[config.mk]
export PLATFORM = sky130hd
export DESIGN_NAME = pipe_stage_reg
export DESIGN_NICKNAME = d
export VERILOG_FILES = /design/src/rtl/pipe_stage_reg.sv
export SDC_FILE = /design/constraint.sdc
export NUM_CORES = 1
export LEC_CHECK = 0
export CAP_MARGIN = 20
export CORE_ASPECT_RATIO = 0.7
export CORE_MARGIN = 4
export CORE_UTILIZATION = 34
export DETAILED_ROUTE_END_ITERATION = 12
export PLACE_DENSITY = 0.57
export SLEW_MARGIN = 30
export SYNTH_ARGS = -nofsm -noshare
export SYNTH_HDL_FRONTEND = slang
export SYNTH_SLANG_ARGS = --single-unit
[constraint.sdc]
create_clock -name clk_i -period 2.25 [get_ports clk_i]
set_clock_uncertainty 0.1 [all_clocks]
set_input_delay 0.45 -clock clk_i [delete_from_list [all_inputs] [get_ports clk_i]]
set_output_delay 0.45 -clock clk_i [all_outputs]
set_load 0.05 [all_outputs]
[src/rtl/pipe_stage_reg.sv]
// pipe_stage_reg
// ----------------------------------------------------------------------------
// Parametrised pipeline-stage register for inter-stage boundaries
// (IF/ID, ID/EX, EX/MEM, MEM/WB). A valid/ready handshake moves beats through
// a main entry (M) that drives the outputs. With SKID=1 a second skid entry
// (S) absorbs one beat while M is held, so ready_o is a pure function of
// local state plus stall/flush and does not depend on ready_i. With SKID=0
// the stage has a single entry and ready_o looks through to ready_i.
//
// Ports:
//   clk_i         rising-edge clock
//   rst_i         asynchronous reset, active low
//   stall_i       global freeze: no state updates, no transfers
//   flush_i       synchronous kill of all held entries (wins over stall_i)
//   valid_i       upstream beat valid
//   ready_o       stage can accept a beat
//   ctrl_i        upstream control bundle (CTRL_W)
//   data_i        upstream payload (DATA_W)
//   valid_o       main entry holds a valid beat
//   ready_i       downstream accepts the beat
//   ctrl_o        control of main entry, all-zero whenever valid_o=0
//   data_o        payload of main entry (holds its last value when empty)
//   bubble_cnt_o  saturating count of edges with M empty and no stall
// ----------------------------------------------------------------------------
module pipe_stage_reg #(
  parameter int CTRL_W = 4,
  parameter int DATA_W = 69,
  parameter int SKID   = 1,
  parameter int CNT_W  = 16
) (
  input  logic              clk_i,
  input  logic              rst_i,
  input  logic              stall_i,
  input  logic              flush_i,
  input  logic              valid_i,
  output logic              ready_o,
  input  logic [CTRL_W-1:0] ctrl_i,
  input  logic [DATA_W-1:0] data_i,
  output logic              valid_o,
  input  logic              ready_i,
  output logic [CTRL_W-1:0] ctrl_o,
  output logic [DATA_W-1:0] data_o,
  output logic [CNT_W-1:0]  bubble_cnt_o
);

  localparam logic [CNT_W-1:0] CNT_MAX = {CNT_W{1'b1}};

  logic              m_valid_r;
  logic [CTRL_W-1:0] m_ctrl_r;
  logic [DATA_W-1:0] m_data_r;
  logic              s_valid_r;
  logic [CTRL_W-1:0] s_ctrl_r;
  logic [DATA_W-1:0] s_data_r;
  logic [CNT_W-1:0]  bubble_cnt_r;

  logic              ready_s;
  logic              in_xfer_s;
  logic              out_xfer_s;
  logic              m_take_s;

  // Acceptance: skid variant only looks at its own skid slot, single-entry
  // variant must see the downstream ready to free M in the same cycle.
  always_comb begin
    ready_s = 1'b0;
    if (SKID != 0) begin
      ready_s = ~s_valid_r & ~stall_i & ~flush_i;
    end else begin
      ready_s = ~stall_i & ~flush_i & (~m_valid_r | ready_i);
    end
  end

  // Handshake qualifiers; m_take_s means M is free to load on this edge.
  always_comb begin
    in_xfer_s  = valid_i & ready_s;
    out_xfer_s = m_valid_r & ready_i & ~stall_i;
    m_take_s   = out_xfer_s | ~m_valid_r;
  end

  // Main entry: S drains into M before any new input so ordering stays FIFO.
  // When M empties, ctrl is cleared but data keeps its last value.
  always_ff @(posedge clk_i or negedge rst_i) begin
    if (!rst_i) begin
      m_valid_r <= 1'b0;
      m_ctrl_r  <= {CTRL_W{1'b0}};
      m_data_r  <= {DATA_W{1'b0}};
    end else if (flush_i) begin
      m_valid_r <= 1'b0;
      m_ctrl_r  <= {CTRL_W{1'b0}};
    end else if (stall_i) begin
      m_valid_r <= m_valid_r;
    end else if (m_take_s) begin
      if (s_valid_r) begin
        m_valid_r <= 1'b1;
        m_ctrl_r  <= s_ctrl_r;
        m_data_r  <= s_data_r;
      end else if (in_xfer_s) begin
        m_valid_r <= 1'b1;
        m_ctrl_r  <= ctrl_i;
        m_data_r  <= data_i;
      end else begin
        m_valid_r <= 1'b0;
        m_ctrl_r  <= {CTRL_W{1'b0}};
      end
    end else begin
      m_valid_r <= m_valid_r;
    end
  end

  // Skid entry: captures an accepted beat only while M is full and held.
  // ready_o is low whenever S is full, so S never overflows.
  always_ff @(posedge clk_i or negedge rst_i) begin
    if (!rst_i) begin
      s_valid_r <= 1'b0;
      s_ctrl_r  <= {CTRL_W{1'b0}};
      s_data_r  <= {DATA_W{1'b0}};
    end else if (flush_i) begin
      s_valid_r <= 1'b0;
    end else if (stall_i) begin
      s_valid_r <= s_valid_r;
    end else if (m_take_s) begin
      s_valid_r <= 1'b0;
    end else if (in_xfer_s && (SKID != 0)) begin
      s_valid_r <= 1'b1;
      s_ctrl_r  <= ctrl_i;
      s_data_r  <= data_i;
    end else begin
      s_valid_r <= s_valid_r;
    end
  end

  // Bubble counter: counts non-stalled edges with M empty, saturating.
  always_ff @(posedge clk_i or negedge rst_i) begin
    if (!rst_i) begin
      bubble_cnt_r <= {CNT_W{1'b0}};
    end else if (!stall_i && !m_valid_r && (bubble_cnt_r != CNT_MAX)) begin
      bubble_cnt_r <= bubble_cnt_r + CNT_W'(1);
    end else begin
      bubble_cnt_r <= bubble_cnt_r;
    end
  end

  assign ready_o      = ready_s;
  assign valid_o      = m_valid_r;
  assign ctrl_o       = m_ctrl_r;
  assign data_o       = m_data_r;
  assign bubble_cnt_o = bubble_cnt_r;

endmodule

-- After elaboration in Yosys (flattened, before gate mapping)
Index checks and enable logic that the tools add are counted.
- register bits after elaboration: 164
- bits of input ports: 79
- output and inout port bits: 91
- logic and storage cells: 48
- add/sub/neg operators: 1
- equality and inequality tests: 2
- mux-type cells: 16
- bitwise operators: 11
- reduce and logical (&&, ||, !) cells: 11
- operators with widths (kind ; number):
    $mux W69 ; 2
    $mux W4 ; 5
    $add A16 B1 Y16 const B ; 1
    $ne A16 B16 Y1 const B ; 1
    $mux W1 ; 9
    $reduce_and A4 Y1 ; 2
    $and A1 B1 Y1 ; 5
    $not A1 Y1 ; 5
    $reduce_and A2 Y1 ; 2
    $reduce_bool A2 Y1 ; 2
    $reduce_bool A3 Y1 ; 1
    $logic_and A1 B1 Y1 ; 2
    $logic_not A1 Y1 ; 2
    $ne A2 B1 Y1 const B ; 1
    $or A1 B1 Y1 ; 1

-- Longest topological paths before layout
Gate-level depths: netlist (run 1).
- word-level depth: 9
- gate-level depth with buffers: 7
- gate-level depth less buffers: 5

-- Worst setup path after synthesis (run 1)
Ideal clock, no wire load.
- path kind: input -> register
- start point: input flush_i
- end point: register s_ctrl_r[0]
- library setup time: 0.127 ns
- arrival: 2.293 ns
- required time: 2.023 ns
- setup slack: -0.271 ns
- stages: 7
- buffers on the path: 3
- path through: buf_2 > nor3_2 > and2_0 > buf_2 > nand3_4 > buf_6 > mux2_1
- cells in the longest elaborated chain, start to end: 4
- ends and longest elaborated chain (what ; RTL line ; RTL):
    start: declaration ; 34 ; input logic flush_i,
    $not A1 Y1 (no line) ; -- ;
    $and A1 B1 Y1 ; 66 ; ready_s = ~s_valid_r & ~stall_i & ~flush_i;
    net ready_o ; 36 ; output logic ready_o,
    $and A1 B1 Y1 ; 74 ; in_xfer_s = valid_i & ready_s;
    $reduce_and A4 Y1 (no line) ; -- ;
    end signal: assignment ; 114 ; s_ctrl_r <= {CTRL_W{1'b0}};
    end signal: assignment ; 124 ; s_ctrl_r <= ctrl_i;
    end: declaration ; 52 ; logic [CTRL_W-1:0] s_ctrl_r;
The timed path passes the listed nets, and every way through them passes these cells.
A chain may end at the register's enable or synchronous reset.

-- Final worst setup path (run 1)
- start point: register m_data_r[16], in the netlist data_o[16]
- end point: output data_o[16]
- RTL lines (what ; RTL line ; RTL):
    start: declaration ; 50 ; logic [DATA_W-1:0] m_data_r;
    start signal: assignment ; 85 ; m_data_r <= {DATA_W{1'b0}};
    start signal: assignment ; 95 ; m_data_r <= s_data_r;
    start signal: assignment ; 99 ; m_data_r <= data_i;
    end: declaration ; 42 ; output logic [DATA_W-1:0] data_o,
No word-level cell between the ends.

==> impl_metrics.yaml, run 1 <==
global_route:
  first_global_vias: 5086
  antenna_found_initial: 1
  grt_max_degree: 75
  overflow: 0
  grt.total_usage_pct: 15.1
  grt_pass1_wl_um: 27000
cells_and_area:
  finalNetCount: 816
  drive_gt1_share_pct: 9.75
  layout_common_cells: "dfrtp_1, clkdlybuf4s50_1, nor2_1"
  stdcell_area_sq_mm: 0.00971
  final_common_cell: "dfrtp_1"
  n_antenna_cell: 0
  area_delta_synth_final_pct: 40.2
clock_tree:
  clk_latency_ps: 420
  cts.htree.levels: 4
  cts_buffers: 17
  clock-root-buffer: "clkbuf_16"
  clock-sinks: 164
  cts_setup_buffers: 0
  max-clock-path-buffers: 2
  clk_pin_slew_ps: 70
  cts_tree: "done"
place:
  dp_hpwl_um: 11500
  dpl_worst_slack_ps: -99.8
  post_dp_cell_area_sq_mm: 0.00907
  port_buffers: 169
  globalplace.congestion: 0.775
timing:
  finalSetupViolCount: 0
  fin_hold_ws_ps: 393
  fin_ws_ps: 48.2
  tightest_slew_ps: 538
  rsz0062_at_grt: "no"
  fin_crit_ps: 2200
  period_share_pct: 97.9
  max_freq_mhz: 454
  tns_ps: 0
  slew_viol_final: 0
  finalHoldViolations: 0
  slew_headroom_pct: 64.1
worst_setup_path:
  r2r-start: "s_valid_r"
  path_class: "reg2out"
  r2r-end: "s_data_r[45]"
  ff2ff_path_depth: 5
  path_delay_family: "buffers and inverters"
  cp_max_fo: 2
  crit_buf_inv: 1
  slowest_stage: "clkdlybuf4s50_1"
  crit_arrival_ps: 1650
  worst-r2r-setup-slack_ps: 320
  critPathRequiredTime_ps: 1700
  startpoint_type: "flop"
  cp-end-kind: "primary output"
  cp_slowest_stage_delay_ps: 830
  worstPathCellList: "clkdlybuf4s50_1"
worst_hold_path:
  hp-start: "s_data_r[28]"
  min_path_type: "reg2reg"
  hold_path_end: "s_data_r[28]"
  min_path_cells: 1
synth:
  syn_inst: 554
  synth.net_count: 634
  syn_area_sq_mm: 0.00692
  ys_seq_area_share_pct: 59.3
  synth-seq-cells: 164
  synthDistinctLibCells: 29
  synth_warnings: 0
  syn_avg_cell_area_sq_um: 12.5
detailed_routing:
  drc: 0
  drt-initial-drc-count: 191
  routed_wl_um: 16400
  first_pass_iters: 4
  via_per_inst: 4.79
  num_vias: 4879
  postRouteAntennaNets: 0
  wl_per_cell_um: 16.1
job:
  drv_cap: 0
floorplanning:
  core_area_sq_mm: 0.0199
  pin_count: 170
  initial_core_util_pct: 34.8
  dieArea_sq_mm: 0.0227
  core.rowCount: 43
  chipHeight_um: 127
  fp.dieW_um: 179
power_and_ir_drop:
  p_leak_nw: 4.22
  powerDensity_mw_per_mm2: 1020
  ir_worst_vdd_mv: 0.485
  power.total_mw: 9.86
outcome:
  status: "completed"
==> cell type report <==
cell class / instances / area [sq um]
Sequential cell: 164 / 4110
Fill cell: 1760 / 10200
Tap cell: 270 / 338
Multi-Input combinational cell: 355 / 2630
Clock buffer: 19 / 453
Timing Repair Buffer: 197 / 2010
Clock inverter: 13 / 173
Inverter: 1 / 3.75
==> through the flow <==
stage / cells / utilization, %
detailed placement: 986 / 45.6
floorplan: 554 / -
global route: 1019 / 48.8
CTS: 1019 / 48.7
finish: 1019 / 48.8
global placement: 986 / 45.6
==> where the power goes <==
group	leakage (nW)	internal, mW	switching (mW)
clock	0.298	1.82	1.23
combinational	1.93	1.07	1.75
sequential	1.99	3.58	0.414
total	4.22	6.47	3.39
==> synth_stat cells (all sizes together) <==
master,instances,share of area [%]
nor3,7,0.58
o41a,1,0.16
nand4,10,0.90
and4,1,0.13
o2111ai,1,0.13
dfrtp,164,59
mux2,74,12
or2,1,0.090
clkbuf,7,0.38
mux2i,69,10
a221oi,4,0.51
nor2,81,4.4
nand3,3,0.40
ha,1,0.18
inv,1,0.054
a21oi,71,5.1
nand2,6,0.33
xor2,7,0.89
xnor2,8,1.0
and2,1,0.090
nor2b,1,0.090
and3,4,0.36
buf,27,2.5
nor4,4,0.36
==> logic make-up (layout without fill, tap and decap cells) <==
kind of cell | Yosys count | count (layout) | share of synthesized area, %
AO/OA/AOI/OAI | 77 | 77 | 5.93
adder cells (fa/ha/maj) | 1 | 1 | 0.181
XOR/XNOR | 15 | 15 | 1.90
multiplexers | 143 | 143 | 22.0
AND/OR/NAND/NOR | 119 | 119 | 7.72
buffers and inverters | 35 | 230 | 2.96
flip-flops | 164 | 164 | 59.3
==> state kept, by name (all words and copies together) (netlist names) <==
| name | flops |
|---|---|
| bubble_cnt_o | 16 |
| ctrl_o | 4 |
| data_o | 69 |
| s_ctrl_r | 4 |
| s_data_r | 69 |
| s_valid_r | 1 |
| valid_o | 1 |
==> layer usage <==
metal / track usage (%) / vias to the layer above / share of wire, %
met2: 22.1 / 131 / 44
li1: - / 2317 / -
met5: 0 / - / 0.079
met1: 21.9 / 2417 / 48
met3: 4.88 / 12 / 7.3
met4: 3.61 / 2 / 0.73
==> timing repair <==
action,4_1_cts,5_1_grt
resized for setup,11,5
hold buffers,1,0
cloned,0,0
endpoints found under the setup margin,11,5
endpoints found under the hold margin,41,0
==> worst max-delay path by stage <==
stage                    start              end  slack [ps]  cells past startpoint
3_3_place_gp           stall_i  bubble_cnt_o[3]         -70                      8
5_1_grt             data_o[16]       data_o[16]         0.8                      1
4_1_cts        bubble_cnt_o[7]  bubble_cnt_o[7]           2                      1
6_report            data_o[16]       data_o[16]          50                      1
3_5_place_dp           flush_i       data_o[16]        -100                      7
2_1_floorplan          flush_i      s_ctrl_r[0]           3                      7
(Power assumes the default switching activity.)
==> run 2: changes to the inputs <==
SLEW_MARGIN = 5   (was 30)
==> results of run 2 <==
The final DEF is identical to that of run 1; final timing and power are the same.
